<file path="config.mk">
export PLATFORM = sky130hd
export DESIGN_NAME = r_type_issue_ctrl
export DESIGN_NICKNAME = d
export VERILOG_FILES = /design/src/rtl/r_type_issue_ctrl.sv
export SDC_FILE = /design/constraint.sdc
export NUM_CORES = 2
export LEC_CHECK = 0
export BUFFER_PORTS_ARGS = -buffer_cell sky130_fd_sc_hd__buf_2
export CAP_MARGIN = 25
export CORE_MARGIN = 3
export CORE_UTILIZATION = 40
export DETAILED_ROUTE_END_ITERATION = 6
export PLACE_DENSITY = 0.53
export SLEW_MARGIN = 0
export SYNTH_ARGS = -nofsm -noshare
export SYNTH_HDL_FRONTEND = slang
export SYNTH_SLANG_ARGS = --single-unit
</file>
<file path="constraint.sdc">
create_clock -name clk -period 9.55 [get_ports clk]
set_clock_uncertainty 0.1 [all_clocks]
set_input_delay 1.91 -clock clk [delete_from_list [all_inputs] [get_ports clk]]
set_output_delay 1.91 -clock clk [all_outputs]
set_load 0.005 [all_outputs]
</file>
<file path="src/rtl/r_type_issue_ctrl.sv">
// Multi-cycle R-type issue controller: IDLE/DECODE/EXEC/WB around an external combinational ALU.
// Optional OVF_TRAP_EN: signed add/sub overflow is detected locally and traps (no writeback, err set).
module r_type_issue_ctrl (
   input  logic        clk,
   input  logic        rst,
   input  logic        instr_valid,
   output logic        instr_ready,
   input  logic [31:0] instr,
   input  logic        load_en,
   input  logic [4:0]  load_addr,
   input  logic [31:0] load_data,
   output logic [2:0]  alu_op,
   output logic [31:0] alu_a,
   output logic [31:0] alu_b,
   input  logic [31:0] alu_result,
   input  logic        alu_zf,
   input  logic        alu_of,
   output logic        done,
   output logic        err,
   output logic        zf_q,
   output logic        of_q,
   input  logic [4:0]  dbg_addr,
   output logic [31:0] dbg_data
);
   typedef enum logic [1:0] {IDLE, DECODE, EXEC, WB} state_t;
   state_t state_q, state_d;

   logic [31:0] rf_q [32];
   logic [5:0]  opc_q, funct_q;
   logic [4:0]  rs_q, rt_q, rd_q;
   logic [2:0]  alu_op_q, op_d;
   logic [31:0] alu_a_q, alu_b_q, res_q;
   logic        illegal_q, illegal_d, zf_c_q, of_c_q, trap_q, of_c_d, trap_d;
   logic        err_q, zf_out_q, of_out_q;
   logic        accept, wb_we;
   logic        unused_bits;

   assign accept = instr_valid && instr_ready;

   // state register
   always_ff @(posedge clk) begin
      if (rst) state_q <= IDLE;
      else     state_q <= state_d;
   end

   // next state: fixed latency, illegal instructions walk the same path
   always_comb begin
      state_d = state_q;
      case (state_q)
         IDLE:    if (accept) state_d = DECODE;
         DECODE:  state_d = EXEC;
         EXEC:    state_d = WB;
         default: state_d = IDLE;
      endcase
   end

   // outputs
   always_comb begin
      instr_ready = (state_q == IDLE) && !load_en;
      done        = (state_q == WB);
   end

   always_comb begin
      illegal_d = 1'b0;
      op_d      = 3'b000;
      if (opc_q != 6'b000000) illegal_d = 1'b1;
      else begin
         case (funct_q)
            6'b100100: op_d = 3'b000;
            6'b100101: op_d = 3'b001;
            6'b100110: op_d = 3'b010;
            6'b100111: op_d = 3'b011;
            6'b100000: op_d = 3'b100;
            6'b100010: op_d = 3'b101;
            6'b101010: op_d = 3'b110;
            6'b000100: op_d = 3'b111;
            default:   illegal_d = 1'b1;
         endcase
      end
   end

`ifdef OVF_TRAP_EN
   logic unused_of;
   assign unused_of = alu_of;
   always_comb begin
      of_c_d = 1'b0;
      if (alu_op_q == 3'b100)
         of_c_d = (alu_a_q[31] == alu_b_q[31]) && (alu_result[31] != alu_a_q[31]);
      else if (alu_op_q == 3'b101)
         of_c_d = (alu_a_q[31] != alu_b_q[31]) && (alu_result[31] != alu_a_q[31]);
      trap_d = of_c_d;
   end
`else
   always_comb begin
      of_c_d = alu_of;
      trap_d = 1'b0;
   end
`endif

   assign wb_we = (state_q == WB) && !illegal_q && !trap_q && (rd_q != 5'd0);

   always_ff @(posedge clk) begin
      if (rst) begin
         {opc_q, funct_q, rs_q, rt_q, rd_q} <= '0;
         alu_op_q  <= 3'b000;
         alu_a_q   <= '0;
         alu_b_q   <= '0;
         res_q     <= '0;
         illegal_q <= 1'b0;
         zf_c_q    <= 1'b0;
         of_c_q    <= 1'b0;
         trap_q    <= 1'b0;
         err_q     <= 1'b0;
         zf_out_q  <= 1'b0;
         of_out_q  <= 1'b0;
         for (int i = 0; i < 32; i++) rf_q[i] <= '0;
      end else begin
         case (state_q)
            IDLE: begin
               if (load_en && load_addr != 5'd0) rf_q[load_addr] <= load_data;
               if (accept) begin
                  opc_q   <= instr[31:26];
                  rs_q    <= instr[25:21];
                  rt_q    <= instr[20:16];
                  rd_q    <= instr[15:11];
                  funct_q <= instr[5:0];
               end
            end
            DECODE: begin
               alu_a_q   <= rf_q[rs_q];
               alu_b_q   <= rf_q[rt_q];
               alu_op_q  <= op_d;
               illegal_q <= illegal_d;
            end
            EXEC: begin
               res_q  <= alu_result;
               zf_c_q <= alu_zf;
               of_c_q <= of_c_d;
               trap_q <= trap_d;
            end
            default: begin
               if (wb_we) rf_q[rd_q] <= res_q;
               if (!illegal_q) begin
                  zf_out_q <= zf_c_q;
                  of_out_q <= of_c_q;
               end
               err_q <= err_q | illegal_q | trap_q;
            end
         endcase
      end
   end

   assign alu_op      = alu_op_q;
   assign alu_a       = alu_a_q;
   assign alu_b       = alu_b_q;
   assign err         = err_q;
   assign zf_q        = zf_out_q;
   assign of_q        = of_out_q;
   assign dbg_data    = (dbg_addr == 5'd0) ? 32'd0 : rf_q[dbg_addr];
   assign unused_bits = ^instr[10:6];
endmodule
</file>
==> key figures <==
Outcome
  • Status: finished with violations
  • Failing checks: design-rule violations

Floorplan
  • Core ar.: 168000 um2
  • I/O pins: 216
  • Initial Utilization: 40.4%
  • Row count: 150
  • Die X: 418 um
  • DIE AREA: 175000 um2
  • Die Ht: 418 um

Power
  • Net Sw Frac: 28.6%
  • Power, Total: 0.0133 W
  • Logic pwr share: 15.5%
  • Int Power: 0.00953 W
  • Power per cell area: 176 nW/um2
  • Clock power share: 40.2%
  • Switch Pwr: 0.00381 W
  • Leak Pwr: 24.2 nW
  • VDD IR max: 174 uV
  • Sequential power share: 44.3%

Timing
  • Max-slew headroom: 22.6%
  • Setup violations, final: 0
  • Worst-Margin Slew: 1160 ps
  • Minimum clock period: 6980 ps
  • Setup TNS: 0 ps
  • Final Hold Violating Endpoints: 0
  • Fmax: 0.143 GHz
  • Unrepaired setup endpoints after global routing: no
  • Final period util: 73.1%
  • Final Max Tran Viols: 0

Setup path
  • Slowest CP cell: buf_4
  • WP data arrival: 4970 ps
  • Reg2Reg Launch Point: state_q[1]
  • Reg-to-reg critical path endpoint: rf_q[7][10]
  • Crit path largest cell delay: 800 ps
  • WP data required: 7540 ps
  • Crit Path Category: in2out
  • Max FO, Critical Path: 92
  • Type of origin of the critical path: input pin
  • Reg2reg path depth: 10
  • Worst setup EP type: output pin
  • R2R Setup Slk: 4110 ps
  • Most frequent CP cell: mux4_2
  • Crit-path cells: buf_8 > buf_4 > mux4_2 > mux4_2 > nand2_1 > o21ai_0 > buf_2

GRT
  • Vias in the first global route: 51500
  • GRT Total Usage: 33.2%
  • Antenna violations before repair: 6
  • First-pass GRT wire length: 406 mm
  • Grt total ovfl: 0
  • Largest net degree at the start of global routing: 110

Placement
  • Placer Congestion: 0.852
  • Post-DP HPWL: 164 mm
  • PortBufs: 210

Synth
  • Ys Warns: 0
  • Post-synthesis register bit count: 1158
  • EDFF count, synth: 1024
  • Async SR Flop Fraction: 0%
  • Avg Inst Size Synth: 12.1 um2
  • Post-synthesis sequential area ratio: 49.2%
  • Syn Inst Count: 5625
  • Synth Flop Type: edfxtp_1
  • Netlist cell types: 60
  • Synth Cell Area: 67900 um2

CTS
  • Clock transition at path regs: 60 ps
  • Clock Sinks: 1158
  • CTS root buf: clkbuf_16
  • CTS Hold Bufs: 0
  • Post-CTS Repair Setup Buffers: 0
  • Number of CTS-inserted buffers: 142
  • Max Root-Sink Buffers: 3
  • Cts repair resizes: 0
  • CTS tree: done
  • H-tree depth: 4
  • Clk_lat worst skew: 820 ps

Layout
  • Final #Nets: 5732
  • Layout area overhead: 11.9%
  • Share of cells above drive strength 1: 18.5%
  • Most frequent cells in the layout: nor2_1, mux2i_1, edfxtp_1, a22oi_1, mux4_2
  • Commonest non-fill, non-tap cell in the layout: nor2_1

Routing
  • Final WL: 299 mm
  • Residual DRC: 2
  • Initial DRC Count: 7349
  • Post-DRT Antenna Nets: 0
  • DR vias: 53300
  • Via density per instance: 6.71
  • Drt pass-1 iters: 7
  • Wire length per cell: 37.6 um

Hold path
  • WHS Endpoint: opc_q[4]
  • HP Start: opc_q[4]
  • HP Class: reg2reg
  • Hold Crit Depth: 2

Run
  • Maxcap violations: 0
==> stage by stage <==
stage	utilization, %	cells	hold WS [ps]	area (um2)	setup slack [ps]
finish	45.3	7943	357	76000	2570
global route	45.2	7939	373	76000	2580
CTS	45.2	7935	357	75900	2660
detailed placement	42.5	7673	349	71400	2660
global placement	42.5	7669	345	71300	2630
floorplan	-	5656	336	68100	3770
==> worst max path at each step <==
stage | start | to | slack [ps] | cells past startpoint
2_1_floorplan | dbg_addr[0] | dbg_data[10] | 3770 | 7
3_3_place_gp | dbg_addr[1] | dbg_data[20] | 2630 | 7
3_5_place_dp | dbg_addr[1] | dbg_data[20] | 2660 | 7
4_1_cts | dbg_addr[1] | dbg_data[20] | 2660 | 7
5_1_grt | dbg_addr[0] | dbg_data[21] | 2580 | 8
6_report | dbg_addr[1] | dbg_data[20] | 2570 | 7
==> synth_stat cells, types with 26 or more instances <==
master    count  area share (%)
buf_1        37            0.20
edfxtp_1   1024              45
mux2_2       33            0.55
a22oi_1     513             5.7
o21ai_0      35            0.26
or4_1        65            0.72
a211oi_1     64            0.71
dfxtp_1     134             3.9
mux2i_1    1063              16
inv_1        43            0.24
and3_1       32            0.29
a21oi_1     292             2.2
nor2_1     1107             6.1
mux4_2      320              11
mux2i_4      30            0.99
clkbuf_1    279             1.5
buf_2       206             1.5
a31oi_4      26            0.81
nand2_1     174            0.96
==> worst max-delay path, delay by kind of cell <==
family	cells	cell delay [ps]
buf+inv	3	1610
mux	2	900
compound gates	1	200
simple gates	1	120
==> power groups by stage <==
stage	Sequential (W)	Combinational, W	Clock (W)
2_1_floorplan	0.00595	0.00120	0
3_3_place_gp	0.00600	0.00200	0
3_5_place_dp	0.00601	0.00202	0
4_1_cts	0.00591	0.00202	0.00540
5_1_grt	0.00594	0.00212	0.00560
6_report	0.00592	0.00207	0.00536
==> registers in the layout, indices dropped and copies added, names as in the netlist, 2 cells and up <==
name	flops
rt_q	5
res_q	32
rd_q	5
rf_q	1024
alu_b	32
alu_op	3
state_q	2
alu_a	32
rs_q	5
opc_q	6
funct_q	6
==> layer usage <==
metal / track usage (%) / wire (um) / vias to the layer above
met5: 0 / 9 / -
met4: 20.4 / 21300 / 2
met3: 6.60 / 30300 / 965
met2: 52.6 / 136000 / 3713
met1: 41.9 / 111000 / 27100
li1: - / - / 21500
==> area by class of cell <==
cell class              instances  area (um2)
diodes                          5        12.5
clock buffers                 196        3920
clock inverters                66         587
fillers                     15300       92000
inverters                      43         161
multi-input cells            3914       32600
flip-flops and latches       1158       33400
well taps                    2204        2760
repair buffers                357        2510
==> logic make-up after synthesis <==
kind of cell	Yosys count	share of synthesized area, %
mux	1449	27.9
simple gates	1442	8.70
flops	1158	49.2
compound gates	987	10.3
buf+inv	584	3.78
fa+ha+maj	4	0.0737
other cells	1	0.00552
(Power assumes the default switching activity.)
